`src/rtl/gray_stream_if.sv`:
```
// Frame-FIFO pop side and Gray-coded beat stream of gray_stream_serializer.
// master = serializer side, slave = FIFO/downstream side.
interface gray_stream_if #(
    parameter int SLICE_W    = 16,
    parameter int MAX_SLICES = 8,
    parameter int CH_W       = 8,
    parameter int LEN_W      = 4
);
    localparam int FIFO_W = MAX_SLICES * SLICE_W + CH_W + LEN_W;

    logic              fifo_empty;
    logic              fifo_rd;
    logic [FIFO_W-1:0] data_from_fifo;
    logic              dout_vld;
    logic              dout_rdy;
    logic [SLICE_W-1:0] dout;
    logic [CH_W-1:0]   dout_ch;
    logic [15:0]       dout_count;
    logic              dout_last;

    modport master (
        input  fifo_empty, data_from_fifo, dout_rdy,
        output fifo_rd, dout_vld, dout, dout_ch, dout_count, dout_last
    );

    modport slave (
        output fifo_empty, data_from_fifo, dout_rdy,
        input  fifo_rd, dout_vld, dout, dout_ch, dout_count, dout_last
    );
endinterface

```
`src/rtl/gray_stream_serializer.sv`:
```
// Pops frame words {payload, ch, len} and streams the Gray-coded payload MSB-first in SLICE_W beats.
// Optional GRAY_ERR_FLAG_EN adds the err_len pulse for dropped (bad-length) frames.
//
// state | meaning
// IDLE  | waiting for a frame; pop strobe issued from here
// FETCH | frame word on data_from_fifo; capture and validate length
// SEND  | presenting beats until the last one is accepted
module gray_stream_serializer #(
    parameter int SLICE_W    = 16,
    parameter int MAX_SLICES = 8,
    parameter int CH_W       = 8,
    parameter int LEN_W      = 4
) (
    input  logic clk,
    input  logic rst,
    gray_stream_if.master bus
`ifdef GRAY_ERR_FLAG_EN
    ,
    output logic err_len
`endif
);
    localparam int PAY_W  = MAX_SLICES * SLICE_W;
    localparam int FIFO_W = PAY_W + CH_W + LEN_W;
    localparam int SHIFT  = $clog2(SLICE_W);
    localparam logic [LEN_W:0]   MAX_LEN = (LEN_W + 1)'(MAX_SLICES);
    localparam logic [LEN_W-1:0] ONE     = (LEN_W)'(1);

    typedef enum logic [1:0] {IDLE, FETCH, SEND} state_t;

    state_t state, next_state;

    logic [PAY_W-1:0]   shreg;
    logic [CH_W-1:0]    ch_q;
    logic [LEN_W-1:0]   len_q;
    logic [LEN_W-1:0]   beat_cnt;
    logic               carry;
    logic               fifo_rd_q;
    logic               fifo_rd_d;

    logic [PAY_W-1:0]   payload_in;
    logic [CH_W-1:0]    ch_in;
    logic [LEN_W-1:0]   len_in;
    logic               len_bad;
    logic               sending;
    logic               beat_take;
    logic [SLICE_W-1:0] top_slice;
    logic [LEN_W+SHIFT-1:0] bits_full;
    logic [15:0]        bits16;

    assign payload_in = bus.data_from_fifo[FIFO_W-1 -: PAY_W];
    assign ch_in      = bus.data_from_fifo[LEN_W +: CH_W];
    assign len_in     = bus.data_from_fifo[LEN_W-1:0];
    assign len_bad    = (len_in == '0) || ({1'b0, len_in} > MAX_LEN);

    assign sending   = (state == SEND);
    assign beat_take = sending && bus.dout_rdy;
    assign top_slice = shreg[PAY_W-1 -: SLICE_W];

    // Frame length in bits; SLICE_W is a power of two so this is a plain shift.
    assign bits_full = {len_q, {SHIFT{1'b0}}};
    generate
        if (LEN_W + SHIFT >= 16) begin : g_count_trunc
            assign bits16 = bits_full[15:0];
        end else begin : g_count_ext
            assign bits16 = {{(16 - LEN_W - SHIFT){1'b0}}, bits_full};
        end
    endgenerate

    always_comb begin
        next_state = state;
        fifo_rd_d  = 1'b0;
        case (state)
            IDLE:    if (fifo_rd_q) next_state = FETCH;
            FETCH:   next_state = len_bad ? IDLE : SEND;
            SEND:    if (beat_take && (beat_cnt == '0)) next_state = IDLE;
            default: next_state = IDLE;
        endcase
        // The pop is registered, so it is decided on the cycle that enters IDLE.
        fifo_rd_d = (next_state == IDLE) && !bus.fifo_empty;
    end

    always_ff @(posedge clk or posedge rst) begin
        if (rst) begin
            state     <= IDLE;
            fifo_rd_q <= 1'b0;
            shreg     <= '0;
            ch_q      <= '0;
            len_q     <= '0;
            beat_cnt  <= '0;
            carry     <= 1'b0;
        end else begin
            state     <= next_state;
            fifo_rd_q <= fifo_rd_d;
            if (state == FETCH) begin
                shreg    <= payload_in;
                ch_q     <= ch_in;
                len_q    <= len_in;
                beat_cnt <= len_in - ONE;
                carry    <= 1'b0;
            end else if (beat_take) begin
                shreg    <= shreg << SLICE_W;
                carry    <= top_slice[0];
                beat_cnt <= beat_cnt - ONE;
            end
        end
    end

`ifdef GRAY_ERR_FLAG_EN
    // Registered so the flag has no input-to-output path; it lands on the cycle after FETCH.
    always_ff @(posedge clk or posedge rst) begin
        if (rst) err_len <= 1'b0;
        else     err_len <= (state == FETCH) && len_bad;
    end
`endif

    assign bus.fifo_rd    = fifo_rd_q;
    assign bus.dout_vld   = sending;
    assign bus.dout_last  = sending && (beat_cnt == '0);
    assign bus.dout       = sending ? (top_slice ^ {carry, top_slice[SLICE_W-1:1]}) : '0;
    assign bus.dout_ch    = sending ? ch_q : '0;
    assign bus.dout_count = sending ? bits16 : '0;
endmodule

```
`src/flat_wrapper.sv`:
```
// flat-port wrapper written by rule: the top's interface ports become plain ports
module gray_stream_serializer_flat 
#(
    parameter int SLICE_W    = 16,
    parameter int MAX_SLICES = 8,
    parameter int CH_W       = 8,
    parameter int LEN_W      = 4
)
  (clk, rst, bus_fifo_empty, bus_data_from_fifo, bus_dout_rdy, bus_fifo_rd, bus_dout_vld, bus_dout, bus_dout_ch, bus_dout_count, bus_dout_last);
  gray_stream_if #(.SLICE_W(SLICE_W), .MAX_SLICES(MAX_SLICES), .CH_W(CH_W), .LEN_W(LEN_W)) bus_i ();
  input  logic clk;
  input  logic rst;
  input wire logic [$bits(bus_i.fifo_empty)-1:0] bus_fifo_empty;
  input wire logic [$bits(bus_i.data_from_fifo)-1:0] bus_data_from_fifo;
  input wire logic [$bits(bus_i.dout_rdy)-1:0] bus_dout_rdy;
  output wire logic [$bits(bus_i.fifo_rd)-1:0] bus_fifo_rd;
  output wire logic [$bits(bus_i.dout_vld)-1:0] bus_dout_vld;
  output wire logic [$bits(bus_i.dout)-1:0] bus_dout;
  output wire logic [$bits(bus_i.dout_ch)-1:0] bus_dout_ch;
  output wire logic [$bits(bus_i.dout_count)-1:0] bus_dout_count;
  output wire logic [$bits(bus_i.dout_last)-1:0] bus_dout_last;
  assign bus_i.fifo_empty = bus_fifo_empty;
  assign bus_i.data_from_fifo = bus_data_from_fifo;
  assign bus_i.dout_rdy = bus_dout_rdy;
  assign bus_fifo_rd = bus_i.fifo_rd;
  assign bus_dout_vld = bus_i.dout_vld;
  assign bus_dout = bus_i.dout;
  assign bus_dout_ch = bus_i.dout_ch;
  assign bus_dout_count = bus_i.dout_count;
  assign bus_dout_last = bus_i.dout_last;
  gray_stream_serializer #(.SLICE_W(SLICE_W), .MAX_SLICES(MAX_SLICES), .CH_W(CH_W), .LEN_W(LEN_W)) u_core (.clk(clk), .rst(rst), .bus(bus_i));
endmodule
```
`config.mk`:
```
export PLATFORM = sky130hd
export DESIGN_NAME = gray_stream_serializer_flat
export DESIGN_NICKNAME = d
export VERILOG_FILES = /design/src/rtl/gray_stream_if.sv /design/src/rtl/gray_stream_serializer.sv /design/src/flat_wrapper.sv
export SDC_FILE = /design/constraint.sdc
export NUM_CORES = 1
export LEC_CHECK = 0
export ABC_AREA = 1
export BUFFER_PORTS_ARGS = -buffer_cell sky130_fd_sc_hd__buf_2
export CAP_MARGIN = 20
export CORE_MARGIN = 3
export CORE_UTILIZATION = 53
export DETAILED_ROUTE_END_ITERATION = 10
export PLACE_DENSITY = 0.92
export SYNTH_ARGS = -nofsm -noshare
export SYNTH_HDL_FRONTEND = slang
export SYNTH_SLANG_ARGS = --single-unit
```
`constraint.sdc`:
```
create_clock -name clk -period 5.7 [get_ports clk]
set_input_delay 0.855 -clock clk [delete_from_list [all_inputs] [get_ports clk]]
set_output_delay 0.855 -clock clk [all_outputs]
set_load 0.005 [all_outputs]
```
==> metrics.md <==
| Metric | Value |
|---|---|
| Post-CTS resize count | 0 |
| Clk Latency, worst-skew pair | 0.42 ns |
| Starting DRC count in detailed routing | 560 |
| Slowest-stage cell, CP | buf_4 |
| Post-synthesis cell count | about 860 |
| Startpoint Class | flop |
| Worst setup EP type | flop |
| Worst path max stage delay | 0.85 ns |
| Cell area after synthesis | between 6000 and 7000 sq um |
| Hold path cells | 2 |
| Met1 usage | 30.8% |
| Io pins | 187 |
| Hold_buf cts | 0 |
| Setup TNS | 0 ns |
| Post-CTS setup buffers | 0 |
| Initial antenna violation count | 1 |
| Placed Cells | between 1,000 and 1,500 |
| Fin crit share | 50.7% |
| Non-Filler Instances | about 1,200 |
| DRC | 0 |
| Die area | 14,400 sq um |
| Area Overhead vs Synth | 19.8% |
| Detailed Place HPWL | 11,300 microns |
| Leak | approximately 4.2 nW |
| Power Density | 577 nW/um^2 |
| Worst-path fanout max | 118 |
| CP arrival | 3.22 ns |
| Synth area leaders | dfrtp_1, nand2_1, a31oi_1 |
| Unique masters post-synth | 21 |
| Clk buf depth | 2 |
| Core Rows | between 40 and 50 |
| Total track usage | a little under a quarter |
| CTS tree | yes |
| WL final | 16,400 microns |
| CP Cell Sequence | nand2_4, nand2_8, buf_4, nor2_1, a31oi_1 |
| Max_cap viols | 0 |
| Asr flop ratio synth | 100% |
| # port buffers | ~170 |
| Pre-Repair DR Iteration Count | 5 |
| GRT busiest layer | met2 |
| RSZ-0062 raised after global routing | no |
| Share of the synthesized area in the top cell type | 53.7% |
| Status | finished, final reports clean |
| Final min period | 2.89 ns |
| Measured slew at the worst slew-check pin | 0.940 ns |
| FF+latch count, synth | 148 |
| CTS Root Cell | clkbuf_16 |
| Final GP Congestion | 0.841 |
| First-pass GRT wire length | 26,100 microns |
| # clock sinks | around 150 |
| Vias | around 6,000 |
| Met2 GRT Util | 37.1% |
| Fin area | 8260 sq um |
| Endpoints failing hold | 0 |
| Total global routing overflow | 0 |
| Hold WC Path Type | flop to flop |
| Vias in the first global route | 5,467 |
| WL per Instance | between 10 and 15 microns |
| Post-layout nets | 1,148 |
| M3 GR Usage | 4.90% |
| Setup ws final | between 2 and 3 ns |
| Peak Freq | 346 MHz |
| Die H | 120 microns |
| Cell Area, Placed | 7690 sq um |
| Slew HR | 37.4% |
| Yosys top cell by area | dfrtp_1 |
| Final setup vio count | 0 |
| Seq/Total Area, Yosys | 53.7% |
| Final Max Slew Viols | 0 |
| Top FF cell, synth | dfrtp_1 |
| Share of cells above drive strength 1 | 20.9% |
| Avg Synthesized Cell Area | roughly 8.0 sq um |
| Reg2Reg Depth | 5 |
| Initial Utilization | 54.4% |
| Number of synthesized flops with an enable pin | 0 |
| Clock-pin slew on the worst setup and hold paths | 0.06 ns |
| Core Area | between 10,000 and 15,000 sq um |
| Antenna Nets Post-Route | 0 |
| Peak supply drop | 0.299 mV |
| Largest net degree at the start of global routing | 119 |
| Worst endpoint required time | 6.03 ns |
| CTS Buf Count | 17 |
| # H-tree levels | 4 |
| Place WS | 2.25 ns |
| Via/cell ratio | 5.20 |
| Layout Skew | slightly above 0.008 ns |
| Yosys warnings | 0 |
| Die width | 120 microns |
| Crit Path Class | flop to flop |
==> layout make-up <==
type / count / area, sq um
Multi-Input combinational cell: 618 / 2710
Sequential cell: 148 / 3700
Fill cell: 1068 / 4420
Clock inverter: 8 / 76.3
Clock buffer: 24 / 482
Inverter: 39 / 154
Timing Repair Buffer: 179 / 908
Tap cell: 172 / 215
Antenna cell: 1 / 2.50
==> critical path: cells and delay by family, from the launching register on <==
family	cells	cell delay, ns
flip-flops	1	0.45
AND/OR/NAND/NOR	3	1.19
AO/OA/AOI/OAI	1	0.20
buffers and inverters	1	0.85
==> cell families after synthesis <==
group | after synthesis | share of synthesized area [%]
simple gates | 439 | 24.1
compound gates | 165 | 14.1
flops | 148 | 53.7
buf+inv | 109 | 7.68
xor+xnor | 1 | 0.127
fa+ha+maj | 1 | 0.182
other cells | 1 | 0.0544
==> flip-flops by register name, indices dropped and copies added, names as in the netlist <==
signal,count
u_core.beat_cnt,4
u_core.bus.fifo_rd,1
u_core.carry,1
u_core.ch_q,8
u_core.len_q,4
u_core.shreg,128
u_core.state,2
==> power by group <==
group	switching [mW]	internal [mW]	total [mW]
Sequential	0.244	1.54	1.78
Combinational	1.27	0.662	1.93
Clock	0.416	0.633	1.05
Total	1.93	2.83	4.76
==> cell usage after synthesis, types with 2 or more instances <==
cell,instances
inv_1,37
a31oi_1,110
clkbuf_1,7
o31ai_1,2
dfrtp_1,148
nor2_1,133
inv_2,2
nand2_1,299
a21oi_1,19
buf_4,14
nand3_1,4
buf_2,48
o21ai_0,33
==> worst paths after layout <==
kind / from / slack [ns] / to
setup / recovery: u_core.state[0] / 2.81 / u_core.shreg[85]
hold / removal: u_core.shreg[8] / 0.47 / u_core.shreg[8]
setup reg to reg: u_core.state[0] / 2.81 / u_core.shreg[85]
hold reg to reg: u_core.shreg[8] / 0.47 / u_core.shreg[8]
max in group asynchronous: rst / 3.89 / u_core.shreg[0]
min in group asynchronous: rst / 0.60 / u_core.len_q[0]
==> metal layers <==
layer	vias to the layer above	wire [microns]
met5	-	0
met4	0	311
met3	27	1130
met2	248	7930
met1	2836	7050
li1	3067	-
==> stage by stage <==
stage | util, % | hold WS (ns) | power, mW
2_1_floorplan | - | 0.442 | 3.30
3_3_place_gp | 60.7 | 0.454 | 3.63
3_5_place_dp | 60.7 | 0.459 | 3.72
4_1_cts | 65.1 | 0.473 | 4.78
5_1_grt | 65.2 | 0.500 | 5.16
6_report | 65.2 | 0.471 | 4.76
==> layout by cell type, fill, tap and decap left out, types with 3 or more instances in the layout <==
master,n
o21ai_0,33
buf_2,174
inv_1,36
clkinv_2,3
clkbuf_16,17
a31oi_1,110
clkinvlp_4,3
clkbuf_8,3
conb_1,12
nor2_1,133
nand2_1,299
dfrtp_1,148
nand3_1,4
a21oi_1,19
buf_4,5
clkbuf_1,4
Power figures use the tool's default switching activity.
